File: src/rtl/cpu_pkg.sv
// Shared CPU definitions: opcodes, ALU operation codes, control-FSM states and
// the control-word layout used by the control unit, datapath and ALU.
package cpu_pkg;

  localparam logic [4:0] OP_LD   = 5'b00000;
  localparam logic [4:0] OP_LDI  = 5'b00001;
  localparam logic [4:0] OP_ST   = 5'b00010;
  localparam logic [4:0] OP_ADD  = 5'b00011;
  localparam logic [4:0] OP_SUB  = 5'b00100;
  localparam logic [4:0] OP_AND  = 5'b00101;
  localparam logic [4:0] OP_OR   = 5'b00110;
  localparam logic [4:0] OP_ROR  = 5'b00111;
  localparam logic [4:0] OP_ROL  = 5'b01000;
  localparam logic [4:0] OP_SHR  = 5'b01001;
  localparam logic [4:0] OP_SHL  = 5'b01011;
  localparam logic [4:0] OP_ADDI = 5'b01100;
  localparam logic [4:0] OP_ANDI = 5'b01101;
  localparam logic [4:0] OP_ORI  = 5'b01110;
  localparam logic [4:0] OP_DIV  = 5'b01111;
  localparam logic [4:0] OP_MUL  = 5'b10000;
  localparam logic [4:0] OP_BR   = 5'b10011;
  localparam logic [4:0] OP_JR   = 5'b10100;
  localparam logic [4:0] OP_JAL  = 5'b10101;
  localparam logic [4:0] OP_IN   = 5'b10110;
  localparam logic [4:0] OP_OUT  = 5'b10111;
  localparam logic [4:0] OP_MFHI = 5'b11000;
  localparam logic [4:0] OP_MFLO = 5'b11001;
  localparam logic [4:0] OP_NOP  = 5'b11010;
  localparam logic [4:0] OP_HALT = 5'b11011;

  // ALU codes share the opcode numbering of the matching instructions
  localparam logic [4:0] ALU_ADD  = 5'b00011;
  localparam logic [4:0] ALU_SUB  = 5'b00100;
  localparam logic [4:0] ALU_AND  = 5'b00101;
  localparam logic [4:0] ALU_OR   = 5'b00110;
  localparam logic [4:0] ALU_ROR  = 5'b00111;
  localparam logic [4:0] ALU_ROL  = 5'b01000;
  localparam logic [4:0] ALU_SHR  = 5'b01001;
  localparam logic [4:0] ALU_SHRA = 5'b01010;
  localparam logic [4:0] ALU_SHL  = 5'b01011;
  localparam logic [4:0] ALU_DIV  = 5'b01111;
  localparam logic [4:0] ALU_MUL  = 5'b10000;
  localparam logic [4:0] ALU_NEG  = 5'b10001;
  localparam logic [4:0] ALU_NOT  = 5'b10010;

  typedef enum logic [3:0] {
    S_RESET, S_T0, S_T1, S_T2, S_T3, S_T4, S_T5, S_T6, S_T7, S_WAIT, S_HALT
  } state_t;

  typedef struct packed {
    logic       pc_out, zhigh_out, zlow_out, mdr_out, hi_out, lo_out, inport_out, c_out;
    logic       mar_in, z_in, pc_in, mdr_in, ir_in, y_in, hi_in, lo_in, outport_in, con_in, r_in;
    logic       gra, grb, grc, r_out, ba_out, inc_pc, read, write;
    logic [4:0] alu_op;
  } ctrl_t;

endpackage

File: src/rtl/control_unit_if.sv
// Control-unit bus: instruction/flag inputs from the datapath and the
// per-cycle control strobes back to it.
interface control_unit_if;
  logic [31:0] IR;
  logic        CON_FF, Stop, Run;
  logic        PCout, Zhighout, Zlowout, MDRout, HIout, LOout, InPortout, Cout;
  logic        MARin, Zin, PCin, MDRin, IRin, Yin, HIin, LOin, OutPortin, CONin, Rin;
  logic        Gra, Grb, Grc, Rout, BAout, IncPC, Read, Write;
  logic [4:0]  ALUop;

  modport master (
    input  IR, CON_FF, Stop,
    output Run, PCout, Zhighout, Zlowout, MDRout, HIout, LOout, InPortout, Cout,
           MARin, Zin, PCin, MDRin, IRin, Yin, HIin, LOin, OutPortin, CONin, Rin,
           Gra, Grb, Grc, Rout, BAout, IncPC, Read, Write, ALUop
  );

  modport slave (
    output IR, CON_FF, Stop,
    input  Run, PCout, Zhighout, Zlowout, MDRout, HIout, LOout, InPortout, Cout,
           MARin, Zin, PCin, MDRin, IRin, Yin, HIin, LOin, OutPortin, CONin, Rin,
           Gra, Grb, Grc, Rout, BAout, IncPC, Read, Write, ALUop
  );
endinterface

File: src/rtl/control_unit_mem_wait_ctr.sv
// Down-counter that stretches a memory state to 1+MEM_WAIT cycles; it reloads
// whenever the FSM is outside a memory state.
module mem_wait_ctr #(
  parameter int MEM_WAIT = 1
) (
  input  logic Clock,
  input  logic Clear,
  input  logic in_mem,
  output logic done
);
  localparam logic [1:0] WAIT_INIT = 2'(MEM_WAIT);

  logic [1:0] count_reg;

  always_ff @(posedge Clock or negedge Clear) begin
    if (!Clear)                  count_reg <= WAIT_INIT;
    else if (!in_mem)            count_reg <= WAIT_INIT;
    else if (count_reg != 2'd0)  count_reg <= count_reg - 2'd1;
  end

  assign done = in_mem && (count_reg == 2'd0);
endmodule

File: src/rtl/control_unit.sv
// Moore control FSM for the CPU: fetch/decode/execute sequencing of the datapath.
// Define MUL_DIV_EN to enable the mul/div sequences (otherwise they decode as nop).
module control_unit
  import cpu_pkg::*;
#(
  parameter int MEM_WAIT = 1
) (
  input  logic           Clock,
  input  logic           Clear,
  control_unit_if.master bus
);

  state_t     state_reg, state_next;
  ctrl_t      ctrl;
  logic [4:0] op;
  logic [2:0] last_step;
  logic       is_rr, is_imm, is_mem_op, is_muldiv, in_mem, mem_done, unused_ir;

  assign op        = bus.IR[31:27];
  assign unused_ir = ^bus.IR[26:0];
  assign is_rr     = op inside {OP_ADD, OP_SUB, OP_AND, OP_OR, OP_SHR, OP_SHL, OP_ROR, OP_ROL};
  assign is_imm    = op inside {OP_ADDI, OP_ANDI, OP_ORI};
  assign is_mem_op = op inside {OP_LD, OP_LDI, OP_ST};
`ifdef MUL_DIV_EN
  assign is_muldiv = op inside {OP_MUL, OP_DIV};
`else
  assign is_muldiv = 1'b0;
`endif

  // Index of the final T-state per opcode; 2 means fetch-only (nop/undefined)
  always_comb begin
    last_step = 3'd2;
    if (is_rr || is_imm || op == OP_LDI)                       last_step = 3'd5;
    else if (op == OP_LD || op == OP_ST)                       last_step = 3'd7;
    else if (op == OP_BR || is_muldiv)                         last_step = 3'd6;
    else if (op == OP_JAL)                                     last_step = 3'd4;
    else if (op inside {OP_JR, OP_IN, OP_OUT, OP_MFHI, OP_MFLO}) last_step = 3'd3;
  end

  assign in_mem = (state_reg == S_T1) ||
                  (state_reg == S_T6 && op == OP_LD) ||
                  (state_reg == S_T7 && op == OP_ST);

  mem_wait_ctr #(.MEM_WAIT(MEM_WAIT)) u_mem_wait (
    .Clock  (Clock),
    .Clear  (Clear),
    .in_mem (in_mem),
    .done   (mem_done)
  );

  always_ff @(posedge Clock or negedge Clear) begin
    if (!Clear) state_reg <= S_RESET;
    else        state_reg <= state_next;
  end

  always_comb begin
    state_next = state_reg;
    case (state_reg)
      S_RESET: state_next = S_T0;
      S_T0:    state_next = bus.Stop ? S_WAIT : S_T1;
      S_WAIT:  state_next = bus.Stop ? S_WAIT : S_T0;
      S_T1:    if (mem_done) state_next = S_T2;
      S_T2: begin
        if (op == OP_HALT)          state_next = S_HALT;
        else if (last_step == 3'd2) state_next = S_T0;
        else                        state_next = S_T3;
      end
      S_T3: state_next = (last_step == 3'd3) ? S_T0 : S_T4;
      S_T4: state_next = (last_step == 3'd4) ? S_T0 : S_T5;
      S_T5: state_next = (last_step == 3'd5) ? S_T0 : S_T6;
      S_T6: if (!in_mem || mem_done) state_next = (last_step == 3'd6) ? S_T0 : S_T7;
      S_T7: if (!in_mem || mem_done) state_next = S_T0;
      S_HALT:  state_next = S_HALT;
      default: state_next = S_RESET;
    endcase
  end

  always_comb begin
    ctrl        = '0;
    ctrl.alu_op = ALU_ADD;
    case (state_reg)
      S_T0: begin ctrl.pc_out = 1'b1; ctrl.mar_in = 1'b1; ctrl.inc_pc = 1'b1; ctrl.z_in = 1'b1; end
      S_T1: begin ctrl.zlow_out = 1'b1; ctrl.pc_in = 1'b1; ctrl.read = 1'b1; ctrl.mdr_in = 1'b1; end
      S_T2: begin ctrl.mdr_out = 1'b1; ctrl.ir_in = 1'b1; end
      S_T3: begin
        if (is_rr || is_imm) begin ctrl.grb = 1'b1; ctrl.r_out = 1'b1; ctrl.y_in = 1'b1; end
        else if (is_mem_op)  begin ctrl.grb = 1'b1; ctrl.ba_out = 1'b1; ctrl.y_in = 1'b1; end
        else if (is_muldiv)  begin ctrl.gra = 1'b1; ctrl.r_out = 1'b1; ctrl.y_in = 1'b1; end
        else begin
          case (op)
            OP_BR:   begin ctrl.gra = 1'b1; ctrl.r_out = 1'b1; ctrl.con_in = 1'b1; end
            OP_JR:   begin ctrl.gra = 1'b1; ctrl.r_out = 1'b1; ctrl.pc_in = 1'b1; end
            OP_JAL:  begin ctrl.pc_out = 1'b1; ctrl.grb = 1'b1; ctrl.r_in = 1'b1; end
            OP_IN:   begin ctrl.inport_out = 1'b1; ctrl.gra = 1'b1; ctrl.r_in = 1'b1; end
            OP_OUT:  begin ctrl.gra = 1'b1; ctrl.r_out = 1'b1; ctrl.outport_in = 1'b1; end
            OP_MFHI: begin ctrl.hi_out = 1'b1; ctrl.gra = 1'b1; ctrl.r_in = 1'b1; end
            OP_MFLO: begin ctrl.lo_out = 1'b1; ctrl.gra = 1'b1; ctrl.r_in = 1'b1; end
            default: ;
          endcase
        end
      end
      S_T4: begin
        if (is_rr || is_muldiv) begin
          ctrl.grc    = is_rr;
          ctrl.grb    = is_muldiv;
          ctrl.r_out  = 1'b1;
          ctrl.z_in   = 1'b1;
          ctrl.alu_op = op;
        end else if (is_imm) begin
          ctrl.c_out  = 1'b1;
          ctrl.z_in   = 1'b1;
          ctrl.alu_op = (op == OP_ANDI) ? ALU_AND : (op == OP_ORI) ? ALU_OR : ALU_ADD;
        end else if (is_mem_op) begin ctrl.c_out = 1'b1; ctrl.z_in = 1'b1; end
        else if (op == OP_BR)  begin ctrl.pc_out = 1'b1; ctrl.y_in = 1'b1; end
        else if (op == OP_JAL) begin ctrl.gra = 1'b1; ctrl.r_out = 1'b1; ctrl.pc_in = 1'b1; end
      end
      S_T5: begin
        if (is_rr || is_imm || op == OP_LDI) begin ctrl.zlow_out = 1'b1; ctrl.gra = 1'b1; ctrl.r_in = 1'b1; end
        else if (is_mem_op) begin ctrl.zlow_out = 1'b1; ctrl.mar_in = 1'b1; end
        else if (op == OP_BR) begin ctrl.c_out = 1'b1; ctrl.z_in = 1'b1; end
        else if (is_muldiv) begin ctrl.zlow_out = 1'b1; ctrl.lo_in = 1'b1; end
      end
      S_T6: begin
        if (op == OP_LD)      begin ctrl.read = 1'b1; ctrl.mdr_in = 1'b1; end
        else if (op == OP_ST) begin ctrl.gra = 1'b1; ctrl.r_out = 1'b1; ctrl.mdr_in = 1'b1; end
        else if (op == OP_BR) begin ctrl.zlow_out = bus.CON_FF; ctrl.pc_in = bus.CON_FF; end
        else if (is_muldiv)   begin ctrl.zhigh_out = 1'b1; ctrl.hi_in = 1'b1; end
      end
      S_T7: begin
        if (op == OP_LD)      begin ctrl.mdr_out = 1'b1; ctrl.gra = 1'b1; ctrl.r_in = 1'b1; end
        else if (op == OP_ST) ctrl.write = 1'b1;
      end
      default: ;
    endcase
`ifndef MUL_DIV_EN
    ctrl.hi_in = 1'b0;
    ctrl.lo_in = 1'b0;
`endif
  end

  assign bus.Run       = (state_reg != S_HALT) && (state_reg != S_RESET);
  assign bus.PCout     = ctrl.pc_out;
  assign bus.Zhighout  = ctrl.zhigh_out;
  assign bus.Zlowout   = ctrl.zlow_out;
  assign bus.MDRout    = ctrl.mdr_out;
  assign bus.HIout     = ctrl.hi_out;
  assign bus.LOout     = ctrl.lo_out;
  assign bus.InPortout = ctrl.inport_out;
  assign bus.Cout      = ctrl.c_out;
  assign bus.MARin     = ctrl.mar_in;
  assign bus.Zin       = ctrl.z_in;
  assign bus.PCin      = ctrl.pc_in;
  assign bus.MDRin     = ctrl.mdr_in;
  assign bus.IRin      = ctrl.ir_in;
  assign bus.Yin       = ctrl.y_in;
  assign bus.HIin      = ctrl.hi_in;
  assign bus.LOin      = ctrl.lo_in;
  assign bus.OutPortin = ctrl.outport_in;
  assign bus.CONin     = ctrl.con_in;
  assign bus.Rin       = ctrl.r_in;
  assign bus.Gra       = ctrl.gra;
  assign bus.Grb       = ctrl.grb;
  assign bus.Grc       = ctrl.grc;
  assign bus.Rout      = ctrl.r_out;
  assign bus.BAout     = ctrl.ba_out;
  assign bus.IncPC     = ctrl.inc_pc;
  assign bus.Read      = ctrl.read;
  assign bus.Write     = ctrl.write;
  assign bus.ALUop     = ctrl.alu_op;

endmodule
File: src/flat_wrapper.sv
// flat-port wrapper written by rule: the top's interface ports become plain ports
module control_unit_flat import cpu_pkg::*;
#(
  parameter int MEM_WAIT = 1
)
  (Clock, Clear, bus_IR, bus_CON_FF, bus_Stop, bus_Run, bus_PCout, bus_Zhighout, bus_Zlowout, bus_MDRout, bus_HIout, bus_LOout, bus_InPortout, bus_Cout, bus_MARin, bus_Zin, bus_PCin, bus_MDRin, bus_IRin, bus_Yin, bus_HIin, bus_LOin, bus_OutPortin, bus_CONin, bus_Rin, bus_Gra, bus_Grb, bus_Grc, bus_Rout, bus_BAout, bus_IncPC, bus_Read, bus_Write, bus_ALUop);
  control_unit_if bus_i ();
  input  logic Clock;
  input  logic Clear;
  input wire logic [$bits(bus_i.IR)-1:0] bus_IR;
  input wire logic [$bits(bus_i.CON_FF)-1:0] bus_CON_FF;
  input wire logic [$bits(bus_i.Stop)-1:0] bus_Stop;
  output wire logic [$bits(bus_i.Run)-1:0] bus_Run;
  output wire logic [$bits(bus_i.PCout)-1:0] bus_PCout;
  output wire logic [$bits(bus_i.Zhighout)-1:0] bus_Zhighout;
  output wire logic [$bits(bus_i.Zlowout)-1:0] bus_Zlowout;
  output wire logic [$bits(bus_i.MDRout)-1:0] bus_MDRout;
  output wire logic [$bits(bus_i.HIout)-1:0] bus_HIout;
  output wire logic [$bits(bus_i.LOout)-1:0] bus_LOout;
  output wire logic [$bits(bus_i.InPortout)-1:0] bus_InPortout;
  output wire logic [$bits(bus_i.Cout)-1:0] bus_Cout;
  output wire logic [$bits(bus_i.MARin)-1:0] bus_MARin;
  output wire logic [$bits(bus_i.Zin)-1:0] bus_Zin;
  output wire logic [$bits(bus_i.PCin)-1:0] bus_PCin;
  output wire logic [$bits(bus_i.MDRin)-1:0] bus_MDRin;
  output wire logic [$bits(bus_i.IRin)-1:0] bus_IRin;
  output wire logic [$bits(bus_i.Yin)-1:0] bus_Yin;
  output wire logic [$bits(bus_i.HIin)-1:0] bus_HIin;
  output wire logic [$bits(bus_i.LOin)-1:0] bus_LOin;
  output wire logic [$bits(bus_i.OutPortin)-1:0] bus_OutPortin;
  output wire logic [$bits(bus_i.CONin)-1:0] bus_CONin;
  output wire logic [$bits(bus_i.Rin)-1:0] bus_Rin;
  output wire logic [$bits(bus_i.Gra)-1:0] bus_Gra;
  output wire logic [$bits(bus_i.Grb)-1:0] bus_Grb;
  output wire logic [$bits(bus_i.Grc)-1:0] bus_Grc;
  output wire logic [$bits(bus_i.Rout)-1:0] bus_Rout;
  output wire logic [$bits(bus_i.BAout)-1:0] bus_BAout;
  output wire logic [$bits(bus_i.IncPC)-1:0] bus_IncPC;
  output wire logic [$bits(bus_i.Read)-1:0] bus_Read;
  output wire logic [$bits(bus_i.Write)-1:0] bus_Write;
  output wire logic [$bits(bus_i.ALUop)-1:0] bus_ALUop;
  assign bus_i.IR = bus_IR;
  assign bus_i.CON_FF = bus_CON_FF;
  assign bus_i.Stop = bus_Stop;
  assign bus_Run = bus_i.Run;
  assign bus_PCout = bus_i.PCout;
  assign bus_Zhighout = bus_i.Zhighout;
  assign bus_Zlowout = bus_i.Zlowout;
  assign bus_MDRout = bus_i.MDRout;
  assign bus_HIout = bus_i.HIout;
  assign bus_LOout = bus_i.LOout;
  assign bus_InPortout = bus_i.InPortout;
  assign bus_Cout = bus_i.Cout;
  assign bus_MARin = bus_i.MARin;
  assign bus_Zin = bus_i.Zin;
  assign bus_PCin = bus_i.PCin;
  assign bus_MDRin = bus_i.MDRin;
  assign bus_IRin = bus_i.IRin;
  assign bus_Yin = bus_i.Yin;
  assign bus_HIin = bus_i.HIin;
  assign bus_LOin = bus_i.LOin;
  assign bus_OutPortin = bus_i.OutPortin;
  assign bus_CONin = bus_i.CONin;
  assign bus_Rin = bus_i.Rin;
  assign bus_Gra = bus_i.Gra;
  assign bus_Grb = bus_i.Grb;
  assign bus_Grc = bus_i.Grc;
  assign bus_Rout = bus_i.Rout;
  assign bus_BAout = bus_i.BAout;
  assign bus_IncPC = bus_i.IncPC;
  assign bus_Read = bus_i.Read;
  assign bus_Write = bus_i.Write;
  assign bus_ALUop = bus_i.ALUop;
  control_unit #(.MEM_WAIT(MEM_WAIT)) u_core (.Clock(Clock), .Clear(Clear), .bus(bus_i));
endmodule
File: config.mk
export PLATFORM = sky130hd
export DESIGN_NAME = control_unit_flat
export DESIGN_NICKNAME = d
export VERILOG_FILES = /design/src/rtl/cpu_pkg.sv /design/src/rtl/control_unit_if.sv /design/src/rtl/control_unit_mem_wait_ctr.sv /design/src/rtl/control_unit.sv /design/src/flat_wrapper.sv
export SDC_FILE = /design/constraint.sdc
export NUM_CORES = 1
export LEC_CHECK = 0
export CAP_MARGIN = 10
export CORE_MARGIN = 10
export CORE_UTILIZATION = 35
export CTS_BUF_LIST = sky130_fd_sc_hd__clkbuf_16
export CTS_CLUSTER_SIZE = 12
export DETAILED_ROUTE_END_ITERATION = 16
export GPL_TIMING_DRIVEN = 0
export HOLD_SLACK_MARGIN = 0.02
export PLACE_DENSITY = 0.74
export RECOVER_POWER = 100
export SLEW_MARGIN = 5
export SYNTH_ARGS = -nofsm -noshare
export SYNTH_HDL_FRONTEND = slang
export SYNTH_SLANG_ARGS = --single-unit
File: constraint.sdc
create_clock -name Clock -period 5.4 [get_ports Clock]
set_input_delay 1.35 -clock Clock [delete_from_list [all_inputs] [get_ports Clock]]
set_output_delay 1.35 -clock Clock [all_outputs]
set_load 0.1 [all_outputs]
After elaboration in Yosys (flattened, before gate mapping)
Index checks and enable logic that the tools add are counted.

Flip-flop bits (word level): 6. Input port bits: 36. Output and inout port bits: 33. Word-level logic and storage cells: 164.

Add/subtract/negate cells: 1. Eq/ne operators: 41. Reductions and logical operators: 24. Muxes and demuxes: 96.

Operators with widths (number): $mux W1 (49); $pmux W4 S11 (1); $eq A5 B5 Y1 const B (8); $mux W3 (13); $mux W4 (9); $eq A5 B4 Y1 const B (6); $eq A5 B3 Y1 const B (4); $mux W5 (4); $eq A4 B3 Y1 const B (4); $pmux W1 S3 (5); $pmux W1 S2 (7); $eq A4 B4 Y1 const B (3); $mux W2 (6); $eq A5 B2 Y1 const B (2); $eq A3 B3 Y1 const B (3); $eq A4 B2 Y1 const B (2); $reduce_bool A8 Y1 (1); $eq A3 B2 Y1 const B (2); $logic_or A1 B1 Y1 (6); $ne A2 B2 Y1 const B (3); $reduce_bool A3 Y1 (2); $reduce_or A6 Y1 (1); $eq A5 B1 Y1 const B (1); $logic_not A5 Y1 (1); 16 further kinds (19).

Logic depth before layout (Yosys ltp)
Depth after elaboration: 11. Gate-level depth with buffers: 7.

Hierarchy
Synthesis repeated with hierarchy kept, for this count alone.

Cells, all modules: 174. Area, all modules: 1137.3 um^2.

By module, submodules not included: control_unit (instances 1, cells each 163, sequential area each 100.1 um^2, area each 1024.7 um^2); mem_wait_ctr (instances 1, cells each 11, sequential area each 51.3 um^2, area each 112.6 um^2).

Worst setup path before layout
Ideal clock, no wire load.

Path type: input -> output. Start point: in bus_IR[27]. End point: out bus_LOout. Data required time: 4.050 ns. Slack: -0.892 ns. Data arrival time: 4.942 ns. Path buffers: 2. Cell stages on the path: 3. Path through: buf_2 > buf_1 > nor4b_1.

Longest elaborated chain between the ends: 5.

RTL lines: start, declared (RTL line flat_wrapper.sv:10) `input wire logic [$bits(bus_i.IR)-1:0] bus_IR;`; $eq A5 B2 Y1, or another cell as far along (RTL line control_unit.sv:21) `assign is_rr = op inside {OP_ADD, OP_SUB, OP_AND, OP_OR, OP_SHR, OP_SHL, OP_ROR, OP_ROL};`; $reduce_bool A8 Y1, or another cell as far along (RTL line control_unit.sv:21); $logic_or A1 B1 Y1 / $mux W3 (equally long branches) (RTL line control_unit.sv:86, control_unit.sv:87); $mux W3 (*) (RTL line control_unit.sv:86) `if (is_rr || is_imm) begin ctrl.grb = 1'b1; ctrl.r_out = 1'b1; ctrl.y_in = 1'b1; end`; $mux W3 (*) (RTL line control_unit.sv:81) `case (state_reg)`; end, declared (RTL line flat_wrapper.sv:19) `output wire logic [$bits(bus_i.LOout)-1:0] bus_LOout;`.

Mark *: on every way between the ends. The rest lies on a longest branch, timed or not.

Worst setup path after layout
Start point: in bus_IR[27]. End point: out bus_Yin.

Longest elaborated chain between the ends: 6.

RTL lines: $eq A5 B1 Y1, or another cell as far along (RTL line control_unit.sv:23) `assign is_mem_op = op inside {OP_LD, OP_LDI, OP_ST};`; $reduce_bool A3 Y1 / $mux W1 (equally long branches) (RTL line control_unit.sv:23, control_unit.sv:114); $mux W1; $mux W1 (RTL line control_unit.sv:109) `end else if (is_imm) begin`; $mux W1 (RTL line control_unit.sv:103) `if (is_rr || is_muldiv) begin`; $pmux W1 S2 (*) (RTL line control_unit.sv:81); end, declared (RTL line flat_wrapper.sv:27) `output wire logic [$bits(bus_i.Yin)-1:0] bus_Yin;`.

Marked as above.

==> impl_metrics.yaml <==
sta:
  hold_viol_final: 0
  finalHoldWorstSlack_ns: 0.5923
  finalCriticalPeriod_ns: 5.304
  worst_slew_pin_slew_ns: 1.189
  max_slew_margin: 0.2109
  rsz0062_at_grt: "no"
  fin_crit_sh: 0.9823
  finClkSkew_ns: 0.006932
  final-max-slew-violation-count: 0
  finalSetupViolCount: 0
  fmax_mhz: 188.5
  layout_setup_ws_ns: 0.09562
die:
  start_util: 0.3653
  die_w_um: 79.25
  dieArea_sq_um: 6281
  coreArea_sq_um: 3363
  rows: 21
  die_h_um: 79.25
  num_io_pins: 69
critical_path:
  end_kind: "output pin"
  rr_endpoint: "u_core.state_reg[3]$_DFFE_PN0P_"
  path_class: "in -> out"
  r2r.worst_path.cells: 6
  cp_data_required_time_ns: 4.05
  r2r_setup_slack_ns: 3.50
  r2r_start: "u_core.state_reg[0]$_DFFE_PN0P_"
  startpoint_type: "input pin"
  path_max_fanout: 10
  arrival_ns: 3.95
clock_tree:
  cts_tree: "built"
  clk_pin_slew_worst_paths_ns: 0.03
  cts_root_buf: "clkbuf_16"
  htree_levels: 1
  numClockSinks: 6
  cts_made_buffers: 3
  hold_buffers: 0
  clock_path_buffers: 2
  clkLatencyLatePin_ns: 0.24
synthesis:
  synth_ff_type: "dfrtp_1"
  async_flop_share: 1.000
  synth_cell_types: 57
  synth_cells: 187
  yosysWarnings: 0
  yosysSeqAreaShare: 0.1232
  ys_ff_latch: 6
  syn_area_per_cell_sq_um: 6.570
  synth_edf_count: 0
  synth_area_sq_um: 1229
power_and_ir_drop:
  power_mw: 0.9294
  pwr_density_cell_nw_per_um2: 556.0
  leakage_nw: 0.6644
  vdd_drop_max_v: 0.0001508
route:
  drt_iter0_markers: 189
  first_pass_iters: 4
  num_vias: 1551
  wire_per_inst_um: 15.33
  avgViaCountPerCell: 5.620
  drc: 0
  antenna_left: 0
  finalWirelength_um: 4231
global_route:
  grt_pass1_wl_um: 6879
  grt_max_degree: 11
  grtUsageTotal: 0.1288
  gr-total-overflow: 0
  grt_pass1_vias: 1490
  antenna_found_initial: 0
finish:
  layout-drive-gt1-share: 0.1652
  fin_util: 0.4970
  area_growth_pct: 36.05
  nFillCells: 375
  n_antenna_cell: 0
  largest_register_ffs: 4
  final_cell_mix: "21 x nand2_1, 20 x clkbuf_1, 18 x nor2_1, 11 x a21oi_1"
  multi_input_area_sq_um: 968.4
  stdcell_area_sq_um: 1672
  register_area_sq_um: 151.4
  final_common_cell: "nand2_1"
  finalNetCount: 268
placement:
  finalWeightedCongestion: 0.8752
  numPortBuffers: 36
  placedInstanceArea_sq_um: 1694
  pre_cts_slack_ns: -0.1942
  hpwl_um: 3248
outcome:
  status: "completed"
min_path:
  holdPathStages: 3
  hold_start: "u_core.u_mem_wait.count_reg[1]$_DFFE_PN0N_"
  min_path_type: "reg -> reg"
  min_delay_worst_endpoint: "u_core.u_mem_wait.count_reg[1]$_DFFE_PN0N_"
run:
  drv_cap: 0
==> cell type report <==
class                      count  area share
tap                           46     0.03443
sequential                     6     0.09057
clock inverter                 1    0.002246
timing repair buffer          36      0.1579
clock buffer                   3     0.04491
buffer                        23     0.07934
multi-input combinational    156      0.5793
inverter                       5     0.01123
==> cells by family (layout without fill, tap and decap cells) <==
group                    count (synthesis)  in the layout  share of synthesized area
flip-flops                               6              6                     0.1232
AND/OR/NAND/NOR                         96             96                     0.4206
other                                    1              4                   0.003052
AO/OA/AOI/OAI                           52             52                     0.2984
adder cells (fa/ha/maj)                  1              1                    0.01018
XOR/XNOR                                 3              3                    0.02139
buffers and inverters                   28             68                     0.1232
==> cells in the mapped netlist, types with 3 or more instances <==
cell | n | area, sq um
and3_1 | 3 | 18.77
o22ai_1 | 3 | 18.77
nand3_1 | 7 | 35.03
a21oi_1 | 11 | 55.05
nor2_1 | 18 | 67.56
a21o_1 | 4 | 30.03
o21ai_0 | 11 | 55.05
nand2b_1 | 7 | 43.79
inv_1 | 4 | 15.01
nand2_1 | 21 | 78.83
buf_4 | 6 | 45.04
buf_2 | 7 | 35.03
clkbuf_1 | 6 | 22.52
nor2b_1 | 5 | 31.28
nor3_1 | 12 | 60.06
dfrtp_1 | 5 | 125.1
or3_1 | 5 | 31.28
==> critical path: stages <==
cell	delay, ns
clkdlybuf4s50_1	0.47
buf_2	0.21
nand3b_1	0.16
or3_1	0.40
o22ai_1	0.17
clkdlybuf4s50_1	1.18
==> power breakdown <==
group / leakage, nW / internal (mW) / switching, mW / total (mW)
Sequential: 0.0751 / 0.0640 / 0.00967 / 0.0736
Clock: 0.0423 / 0.0964 / 0.0297 / 0.126
Combinational: 0.547 / 0.159 / 0.570 / 0.730
==> worst max-delay path by stage <==
stage	start	endpoint	slack [ns]	depth (start not counted)
floorplan	bus_IR[29]	bus_InPortout	-0.01	5
global route	bus_IR[27]	bus_Yin	0.003	6
finish	bus_IR[27]	bus_Yin	0.1	6
detailed placement	bus_IR[27]	bus_Rout	-0.19	8
CTS	bus_IR[29]	bus_MDRout	0.009	7
global placement	bus_IR[27]	bus_Rout	-0.18	8
==> stage by stage <==
stage                     setup TNS [ns]  std cells
after floorplan                 -0.01301        190
after global placement           -0.8819        272
after detailed placement         -0.9999        272
after CTS                              0        276
after global routing                   0        276
final                                  0        276
==> metal layers <==
metal	vias up	global-route usage	wire length, um
met4	0	0.05197	21
met5	-	0	0
met1	714	0.1587	1875
met2	77	0.2072	2009
li1	758	-	-
met3	2	0.03378	324
==> what timing repair did <==
action | CTS | global route
resized for setup | 9 | 16
pin swaps | 0 | 0
buffers inserted | 0 | 0
endpoints found under the hold margin | 0 | 0
endpoints found under the setup margin | 9 | 12
No activity file was read; power rests on OpenSTA's default activity.
